## src/rtl/bcd_counter_ndigit.sv

```systemverilog
`default_nettype none
// ============================================================================
// Module   : bcd_counter_ndigit
// Brief    : Registered N-digit BCD up/down counter with synchronous load,
//            load-time digit clamping and one-cycle carry/borrow/error pulses.
//            Optional macro BCD_COUNTER_SAT_EN adds an i_sat input that makes
//            counting saturate at the limits instead of wrapping.
// Revision : 1.0 - initial release
// ============================================================================
module bcd_counter_ndigit #(
    parameter int DIGITS = 3
) (
    input  logic                  i_clk,
    input  logic                  i_rst_n,
    input  logic                  i_en,
    input  logic                  i_up,
    input  logic                  i_load,
    input  logic [4*DIGITS-1:0]   i_load_value,
`ifdef BCD_COUNTER_SAT_EN
    input  logic                  i_sat,
`endif
    output logic [4*DIGITS-1:0]   o_value,
    output logic                  o_carry,
    output logic                  o_borrow,
    output logic                  o_load_err,
    output logic                  o_zero,
    output logic                  o_max
);

    localparam int c_width = 4 * DIGITS;

    logic [c_width-1:0] r_value_q;
    logic               r_carry_q;
    logic               r_borrow_q;
    logic               r_load_err_q;

    logic [c_width-1:0] w_value_d;
    logic               w_carry_d;
    logic               w_borrow_d;
    logic               w_load_err_d;
    logic               w_ripple;
    logic [3:0]         w_digit;
    logic               w_sat;
    logic               w_max;

`ifdef BCD_COUNTER_SAT_EN
    assign w_sat = i_sat;
`else
    assign w_sat = 1'b0;
`endif

    // Next-state: load with clamp, else single-step ripple count, else hold.
    always_comb begin
        w_value_d    = r_value_q;
        w_carry_d    = 1'b0;
        w_borrow_d   = 1'b0;
        w_load_err_d = 1'b0;
        w_ripple     = 1'b0;
        w_digit      = 4'd0;
        if (i_load) begin
            for (int k = 0; k < DIGITS; k++) begin
                w_digit = i_load_value[4*k +: 4];
                if (w_digit > 4'd9) begin
                    w_value_d[4*k +: 4] = 4'd9;
                    w_load_err_d        = 1'b1;
                end else begin
                    w_value_d[4*k +: 4] = w_digit;
                end
            end
        end else if (i_en) begin
            // w_ripple carries the +1/-1 up the digit chain; it starts set
            // because digit 0 always takes the step.
            w_ripple = 1'b1;
            for (int k = 0; k < DIGITS; k++) begin
                w_digit = r_value_q[4*k +: 4];
                if (w_ripple) begin
                    if (i_up) begin
                        if (w_digit == 4'd9) begin
                            w_value_d[4*k +: 4] = 4'd0;
                        end else begin
                            w_value_d[4*k +: 4] = w_digit + 4'd1;
                            w_ripple            = 1'b0;
                        end
                    end else begin
                        if (w_digit == 4'd0) begin
                            w_value_d[4*k +: 4] = 4'd9;
                        end else begin
                            w_value_d[4*k +: 4] = w_digit - 4'd1;
                            w_ripple            = 1'b0;
                        end
                    end
                end
            end
            // A ripple out of the top digit means the count wrapped.
            if (w_ripple) begin
                w_carry_d  = i_up;
                w_borrow_d = ~i_up;
                if (w_sat) begin
                    w_value_d = r_value_q;
                end
            end
        end
    end

    // State and pulse registers with synchronous active-low reset.
    always_ff @(posedge i_clk) begin
        if (!i_rst_n) begin
            r_value_q    <= '0;
            r_carry_q    <= 1'b0;
            r_borrow_q   <= 1'b0;
            r_load_err_q <= 1'b0;
        end else begin
            r_value_q    <= w_value_d;
            r_carry_q    <= w_carry_d;
            r_borrow_q   <= w_borrow_d;
            r_load_err_q <= w_load_err_d;
        end
    end

    // All-nines detect over the registered value.
    always_comb begin
        w_max = 1'b1;
        for (int k = 0; k < DIGITS; k++) begin
            if (r_value_q[4*k +: 4] != 4'd9) begin
                w_max = 1'b0;
            end
        end
    end

    assign o_value    = r_value_q;
    assign o_carry    = r_carry_q;
    assign o_borrow   = r_borrow_q;
    assign o_load_err = r_load_err_q;
    assign o_zero     = (r_value_q == '0);
    assign o_max      = w_max;

endmodule
`default_nettype wire

```

## config.mk

```make
export PLATFORM = sky130hd
export DESIGN_NAME = bcd_counter_ndigit
export DESIGN_NICKNAME = d
export VERILOG_FILES = /design/src/rtl/bcd_counter_ndigit.sv
export SDC_FILE = /design/constraint.sdc
export NUM_CORES = 1
export LEC_CHECK = 0
export ABC_AREA = 0
export CAP_MARGIN = 40
export CORE_UTILIZATION = 25
export CTS_CLUSTER_SIZE = 12
export DETAILED_ROUTE_END_ITERATION = 16
export PLACE_DENSITY = 0.45
export SETUP_SLACK_MARGIN = 0.15
export SLEW_MARGIN = 20
export SYNTH_ARGS = -nofsm -noshare
export SYNTH_HDL_FRONTEND = slang
export SYNTH_SLANG_ARGS = --single-unit
```

## constraint.sdc

```tcl
create_clock -name i_clk -period 2.15 [get_ports i_clk]
set_input_delay 0.5375 -clock i_clk [delete_from_list [all_inputs] [get_ports i_clk]]
set_output_delay 0.5375 -clock i_clk [all_outputs]
set_load 0.01 [all_outputs]
```

Yosys cells after proc, flatten, opt, wreduce, memory -nomap -nowiden
Cells that the tools add are included.
Word-level totals
  register bits: 15
  word-level logic and storage cells: 75
Operators by class
  $add $sub $neg: 6
  $lt $le $gt $ge: 3
  equal/unequal tests: 6
  mux-type cells: 39
  bitwise logic cells: 4
  reductions and logical operators: 11
Operators with widths (number)
  2-to-1 mux 4 bit: 14
  2-to-1 mux 12 bit: 2
  2-to-1 mux 1 bit: 23
  adder 4 x 1 -> 4 bit, second input constant: 3
  == test 4 bit, second input constant: 3
  greater-than comparator 4 bit, second input constant: 3
  logical NOT 12 bit: 1
  logical NOT 4 bit: 3
  != test 4 bit, second input constant: 3
  subtractor 4 x 1 -> 4 bit, second input constant: 3
  AND reduction 2 bit: 3
  nonzero test 2 bit: 3
  NOT 1 bit: 4
  OR reduction 4 bit: 1

Longest topological paths before layout
Gate-level depths: netlist of the first run.
  depth after elaboration: 13
  depth in mapped cells: 6
  gate-level depth less buffers: 4

Worst setup path before layout of the first run
Ideal clock, no wire load.
  path kind: flip-flop to output port
  start point: register r_value_q[1], in the netlist o_value[1]
  end point: output o_max
  arrival time: 1.090 ns
  setup slack: 0.522 ns
  cell stages (with the launch flop): 5
  cells stage by stage: dfxtp_1 > clkbuf_1 > nor2_1 > nand3_1 > nor3_1
On the way
  word-level cells in the longest chain between the ends: 4
Ends and longest elaborated chain
  start: declaration: RTL line 32  | logic [c_width-1:0] r_value_q;
  start signal: assignment: RTL line 113  | r_value_q <= w_value_d;
  != test 4 bit: RTL line 124  | if (r_value_q[4*k +: 4] != 4'd9) begin
  2-to-1 mux 1 bit (3 in a row): RTL line 124
  end: declaration: RTL line 27  | output logic o_max
Every way passes these cells.

Worst setup path in the final report of the first run
  start point: register r_value_q[0], in the netlist o_value[0]
  end point: output o_value[0]
RTL lines
  end: declaration: RTL line 22  | output logic [4*DIGITS-1:0] o_value,
No word-level cell between the ends.

==> metrics.csv, run 1 <==
stage,metric,value,unit
outcome,outcome,"finished, final reports clean",
clock_network,Clock Tree Buf Depth,2,
timing,Setup TNS Final,0,ns
power_and_ir_drop,Clock Power Share,0.276,
power_and_ir_drop,Sequential Power Share,0.363,
setup_path,Reg2Reg Capture Point,o_value[10],
route,number of vias per cell,5.095,
cells_and_area,total non-filler cell area in the finished layout,1843,um2
route,total DRC errors in the routed layout,0,
place,placed cell areas,1780,um2
clock_network,CTS H-Tree Depth,1,
clock_network,"Setup Fix Bufs, Post-CTS",0,
cells_and_area,antenna diode count,0,
timing,final number of hold-violating endpoints,0,
timing,portion of the clock cycle consumed by the worst path in the final layout,0.8968,
power_and_ir_drop,internal power,0.5816,mW
setup_path,critical path endpoint category,output port,
route,total wire length,3.938,mm
route,initial DRC count,43,
place,Port Buffer Count,33,
setup_path,"Slowest-stage cell, CP",clkdlybuf4s50_1,
setup_path,CP max stage delay,0.54,ns
clock_network,CTS tree,done,
setup_path,startpoint-to-endpoint class of the critical path,register to output port,
synthesis,count of flip-flops with a built-in enable after synthesis,0,
setup_path,worst-path maximum fanout,8,
synthesis,top cell type's share of synthesized area,0.2301,
floorplan,Horiz. Die Dim,74.25,um
global_route,leftover overflow at the end of global routing,0,
setup_path,data required time at the worst endpoint,1.61,ns
setup_path,"reg-to-reg slack, setup",0.57,ns
global_route,pin count of the biggest net entering global routing,15,
global_route,total routing usage reported by global routing,0.1553,
synthesis,biggest area contributors in the synthesized netlist,"dfxtp_1 23%, o21ai_0 6.5%, buf_6 5.2%",
setup_path,startpoint of the worst-slack reg-to-reg timing path,o_value[8],
setup_path,WP data arrival,1.39,ns
setup_path,Register-to-Register Path Depth,5,
global_route,first-pass GRT wire length,6.465,mm
clock_network,number of clock buffers inserted by TritonCTS,3,
power_and_ir_drop,cell area power density,466.0,nW/um2
synthesis,Yosys warning total,0,
timing,count of final max-slew check failures,0,
route,remaining number of nets flagged by the antenna check after routing,0,
timing,Max-Slew Margin vs Limit,0.7491,
hold_path,worst hold path class,register to register,
synthesis,Syn Std Cell Area,1305,um2
floorplan,initial core utilization,0.2674,
clock_network,latest clock arrival within the worst-skew pair,0.25,ns
setup_path,count of buffer and inverter cells on the critical path,2,
synthesis,syn nets,190,
timing,Clock Skews,0.003838,ns
synthesis,synthesis-stage register bit count,15,
setup_path,first element of the critical path,o_value[0],
clock_network,Clock Sinks,15,
place,weighted congestion reported at the end of routability-driven placement,0.8778,
floorplan,I/O pin count,34,
power_and_ir_drop,Pleak,0.6840,nW
synthesis,synthesized instance count,173,
synthesis,Post-Synthesis Mean Instance Area,7.543,um2
synthesis,share of async-settable or async-resettable flops after synthesis,0,
power_and_ir_drop,proportion of power drawn by combinational gates,0.361,
cells_and_area,Util after Layout,0.3777,
timing,pin slew with the least headroom to its limit,0.3729,ns
synthesis,most used flip-flop cell after synthesis,dfxtp_1,
place,post-DP HPWL,3.104,mm
clock_network,clock-pin slew on the worst setup and hold paths,0.07,ns
setup_path,Worst setup SP type,register,
cells_and_area,growth of design area from synthesis to finish,41.23,%
setup_path,path length in cells of the critical path,2,
hold_path,endpoint with the worst hold slack,o_borrow,
hold_path,WHS Path Cells,3,
cells_and_area,layout cells sized above 1,0.2156,
synthesis,proportion of synthesized chip area in sequential cells,0.2301,
power_and_ir_drop,sw frac,0.3228,
route,first-pass detailed-route iteration total,4,
job,maximum capacitance violations,0,
clock_network,CTS root buf,clkbuf_8,
synthesis,count of different cell masters after synthesis,58,
floorplan,die outline height,74.25,um
setup_path,cell class contributing the biggest share of worst-path delay,buffers and inverters,
route,total via count after detailed routing,1452,
route,DR WL/cell,13.82,um
cells_and_area,count of nets after finishing,236,
timing,total of endpoints with negative setup slack in the final report,0,
global_route,initial antenna violation count,0,
floorplan,# rows,25,
timing,min Tclk post-route,1.928,ns
synthesis,cell type with the largest total area after synthesis,dfxtp_1,
global_route,via count of the first global-routing pass,1404,
power_and_ir_drop,VDD IR max,0.1845,mV
setup_path,CP Cell Sequence,buf_4 -> clkdlybuf4s50_1,
hold_path,critical hold path startpoint,o_value[10],
floorplan,placeable core region,4880,um2
power_and_ir_drop,switching power total,0.2772,mW
power_and_ir_drop,Tot Pwr,0.8589,mW
timing,unrepaired setup endpoints after global routing,no,
floorplan,die area,5513,um2
timing,fmax,518.6,MHz
tightest hold or removal path, stage by stage (launching register included):
cell	delay (ns)
dfxtp_1	0.35
nor2_2	0.05
nand2_1	0.07
nor3_1	0.05
per-layer routing:
layer,track usage,wire length (um)
met1,0.1930,1824
met2,0.2606,1856
met5,0,0
met3,0.02304,127
met4,0.07966,130
flip-flops by register name, indices dropped and copies added (netlist names):
name,cells
o_value,12
o_borrow,1
o_carry,1
o_load_err,1
worst max path at each step:
stage,to,slack [ns]
final,o_value[0],0.22
after global routing,o_value[11],0.17
after CTS,o_max,0.17
after detailed placement,o_value[10],-0.09
after global placement,o_value[10],-0.06
after floorplan,o_max,0.52
layout make-up:
| class | instances | area [um2] |
|---|---|---|
| multi-input cells | 132 | 855.8 |
| flip-flops and latches | 15 | 301.5 |
| inverters | 7 | 26.28 |
| repair buffers | 60 | 529.3 |
| clock inverters | 1 | 5.005 |
| clock buffers | 3 | 41.29 |
| well taps | 67 | 83.83 |
| fillers | 541 | 3037 |
stage by stage:
| stage | setup WS (ns) | hold slack [ns] | cells |
|---|---|---|---|
| 2_1_floorplan | 0.5221 | 0.6438 | 173 |
| 3_3_place_gp | -0.05785 | 0.5686 | 281 |
| 3_5_place_dp | -0.08674 | 0.5660 | 281 |
| 4_1_cts | 0.1700 | 0.5762 | 285 |
| 5_1_grt | 0.1748 | 0.5959 | 285 |
| 6_report | 0.2219 | 0.5676 | 285 |
synthesized netlist by cell type (3+ instances only):
library cell and number:
o21ai_0 17, a31oi_1 5, and3_1 4, nand4b_1 3
nor3_1 7, nand2_1 12, nor3b_1 3, nor2b_1 5
nor2_1 10, nand3_1 6, xnor2_1 3, nand3b_1 4
inv_1 6, a21oi_1 6, buf_4 3, buf_6 6
clkbuf_1 6, dfxtp_1 15, buf_2 3, nor4_1 3
repair_timing:
action	4_1_cts	5_1_grt
hold buffers	0	0
resized for setup	6	8
setup endpoints to repair	3	12
power groups by stage:
stage               combinational (mW)  clock [mW]  sequential (mW)
global route                     0.342       0.262            0.314
CTS                              0.309       0.244            0.311
finish                           0.310       0.237            0.312
floorplan                        0.170           0            0.320
detailed placement               0.307           0            0.315
global placement                 0.306           0            0.315
cell usage in the layout (no fill, tap or decap), types with 2 or more instances in the layout:
cell             count
nand2b_1             2
nand4b_1             3
a31oi_1              5
buf_4               26
and3_1               4
clkdlybuf4s50_1     30
nand3_1              6
nand3b_1             4
inv_1                6
clkbuf_2             2
dfxtp_1             14
nor4_2               2
o22ai_1              2
nand2_1             12
nor2_2               4
o211ai_1             2
nor2_1               7
a21oi_1              6
xnor2_1              3
nor2b_1              5
or2_2                2
and4_1               2
clkbuf_8             3
xor2_1               2
o21ai_0             17
nor3_1               6
nor3b_1              3
nor4_1               2
or3_1                2
and2_1               2
cells by family after synthesis:
group           Yosys count  share of synthesized area
xor+xnor                  5                    0.03356
simple gates             75                     0.3375
buf+inv                  26                     0.1285
flops                    15                     0.2301
compound gates           52                     0.2704
Power figures use the tool's default switching activity.
==> run 2, diff against run 1 <==
- CORE_UTILIZATION: 25 -> 52
- PLACE_DENSITY: 0.45 -> 0.83
==> metrics.csv, run 2 (same netlist as run 1, synthesis figures left out) <==
stage,metric,value,unit,change
cells_and_area,highest-count cells in the layout ignoring fill and taps,"30 x clkdlybuf4s50_1, 24 x buf_4, 17 x o21ai_0, 12 x nand2_1, 11 x dfxtp_1",,
setup_path,worst-path maximum fanout,12,,+4
route,total wire length,3.711,mm,-5.8%
cells_and_area,total of fill cells in the finished design,175,,-68%
clock_network,Clock Tree Buf Depth,2,,unchanged
floorplan,placeable core region,2297,um2,-53%
clock_network,clock-pin slew on the worst setup and hold paths,0.10,ns,+0.03 ns
setup_path,count of buffer and inverter cells on the critical path,2,,unchanged
timing,portion of the clock cycle consumed by the worst path in the final layout,0.9095,,+0.01269
global_route,initial antenna violation count,0,,unchanged
setup_path,Reg2Reg Capture Point,o_value[10],,
setup_path,startpoint of the worst-slack reg-to-reg timing path,o_value[7],,
cells_and_area,max FFs per register,12,,unchanged
setup_path,Register-to-Register Path Depth,5,,unchanged
route,total DRC errors in the routed layout,0,,unchanged
clock_network,CTS root buf,clkbuf_4,,
power_and_ir_drop,Pleak,0.6753,nW,-1.3%
cells_and_area,area occupied by registers,307.8,um2,+2.1%
clock_network,Clock Sinks,15,,unchanged
global_route,via count of the first global-routing pass,1364,,-2.8%
cells_and_area,antenna diode count,0,,unchanged
timing,min Tclk post-route,1.955,ns,+0.02728 ns
route,total via count after detailed routing,1524,,+5.0%
setup_path,"Slowest-stage cell, CP",clkdlybuf4s50_1,,
place,Port Buffer Count,33,,unchanged
power_and_ir_drop,cell area power density,446.7,nW/um2,-4.1%
route,remaining number of nets flagged by the antenna check after routing,0,,unchanged
global_route,first-pass GRT wire length,6.237,mm,-3.5%
job,maximum capacitance violations,0,,unchanged
place,post-DP HPWL,2.894,mm,-6.8%
clock_network,CTS H-Tree Depth,1,,unchanged
timing,pin slew with the least headroom to its limit,0.3512,ns,-0.02168 ns
global_route,leftover overflow at the end of global routing,0,,unchanged
floorplan,initial core utilization,0.5681,,+0.3006
setup_path,WP data arrival,1.42,ns,+0.03 ns
hold_path,critical hold path startpoint,o_value[10],,
global_route,pin count of the biggest net entering global routing,15,,unchanged
clock_network,hold_buf cts,0,,unchanged
timing,total of endpoints with negative setup slack in the final report,0,,unchanged
setup_path,"reg-to-reg slack, setup",0.52,ns,-0.05 ns
place,weighted congestion reported at the end of routability-driven placement,0.9155,,+4.3%
setup_path,critical path endpoint category,output port,,
route,first-pass detailed-route iteration total,4,,unchanged
outcome,outcome,"finished, final reports clean",,
cells_and_area,count of nets after finishing,234,,-0.85%
floorplan,die outline height,52.10,um,-30%
timing,Max-Slew Margin vs Limit,0.7637,,+0.01459
hold_path,endpoint with the worst hold slack,o_carry,,
route,number of vias per cell,6.246,,+23%
cells_and_area,Util after Layout,0.7723,,+0.3946
timing,Setup TNS Final,0,ns,unchanged
setup_path,CP Cell Sequence,buf_4 -> clkdlybuf4s50_1,,
hold_path,WHS Path Cells,3,,unchanged
cells_and_area,non-filler instance count after layout,244,,-14%
hold_path,worst hold path class,register to register,,
route,DR WL/cell,15.21,um,+10%
cells_and_area,growth of design area from synthesis to finish,35.95,%,
floorplan,# rows,17,,-32%
floorplan,Horiz. Die Dim,52.10,um,-30%
setup_path,Worst setup SP type,register,,
clock_network,CTS tree,done,,
power_and_ir_drop,VDD IR max,0.4964,mV,+170%
clock_network,number of clock buffers inserted by TritonCTS,3,,unchanged
timing,Clock Skews,0.005528,ns,+0.001689 ns
setup_path,startpoint-to-endpoint class of the critical path,register to output port,,
global_route,total routing usage reported by global routing,0.3071,,+0.1518
cells_and_area,"most common cell after layout, fill and taps aside",clkdlybuf4s50_1,,
setup_path,cell class contributing the biggest share of worst-path delay,buffers and inverters,,
floorplan,I/O pin count,34,,unchanged
clock_network,latest clock arrival within the worst-skew pair,0.29,ns,+0.04 ns
place,number of instances in the placed design,240,,-15%
timing,fmax,511.4,MHz,-1.4%
setup_path,CP max stage delay,0.56,ns,+0.02 ns
route,initial DRC count,85,,+98%
timing,count of final max-slew check failures,0,,unchanged
cells_and_area,area taken by multi-input logic gates,855.8,um2,unchanged
floorplan,die area,2714,um2,-51%
setup_path,data required time at the worst endpoint,1.61,ns,about the same
timing,unrepaired setup endpoints after global routing,yes,,
timing,final number of hold-violating endpoints,0,,unchanged
cells_and_area,layout cells sized above 1,0.2083,,-0.007263
[run 2: cell types whose count changed in the layout (fill, tap and decap cells not counted), sizes merged]
cell / previous run / this run
clkbuf: 5 / 3
buf: 27 / 25
dlygate4sd2: 0 / 2
[run 2: worst max-delay path by stage]
stage	start	endpoint	slack, ns	cells after the start
floorplan	o_value[1]	o_max	0.52	4
global placement	i_up	o_value[3]	-0.03	6
detailed placement	i_up	o_value[10]	-0.09	5
CTS	o_value[0]	o_value[0]	0.16	2
global route	o_value[1]	o_max	0.1	4
finish	o_value[0]	o_value[0]	0.19	2
[run 2: final cells by class]
type                    count  area share
clock buffers               3     0.01269
flip-flops and latches     15      0.1735
multi-input cells         132      0.4824
inverters                   7     0.01481
repair buffers             58      0.2941
clock inverters             1    0.002821
well taps                  28     0.01975
[run 2: worst min-delay path, delay by kind of cell, from the launching register on]
kind          cells  cell delay, ns
flops             1            0.37
simple gates      3            0.17
[run 2: routing by layer]
metal  vias up  global-route usage  part of all wire
met1       687              0.4145              0.44
met3        10             0.08772              0.10
met5         -                   0                 0
met4         0             0.07658             0.014
met2       101              0.4744              0.44
li1        726                   -                 -
[run 2: timing repair]
action	4_1_cts	5_1_grt
endpoints found under the setup margin	3	6
pin swaps	1	1
setup buffers	0	0
resized for setup	6	8
[run 2: power breakdown]
group	total, mW	internal [mW]	switching, mW
combinational	0.304	0.155	0.149
sequential	0.319	0.296	0.0229
clock	0.170	0.0693	0.101
total	0.792	0.520	0.273
[run 2: through the flow]
step | power, mW | hold WS (ns) | setup WS (ns) | cell area [um2]
after floorplan | 0.4898 | 0.6438 | 0.5221 | 1305
after detailed placement | 0.6153 | 0.5591 | -0.09355 | 1717
final | 0.7925 | 0.5825 | 0.1946 | 1774
after global placement | 0.6030 | 0.5544 | -0.02806 | 1717
after CTS | 0.7853 | 0.5776 | 0.1622 | 1749
after global routing | 0.8418 | 0.6142 | 0.09844 | 1774
==> run 3, diff against run 2 <==
- CAP_MARGIN: 40 -> unset
==> results of run 3 <==
The final DEF is identical to that of run 2; final timing and power are the same.
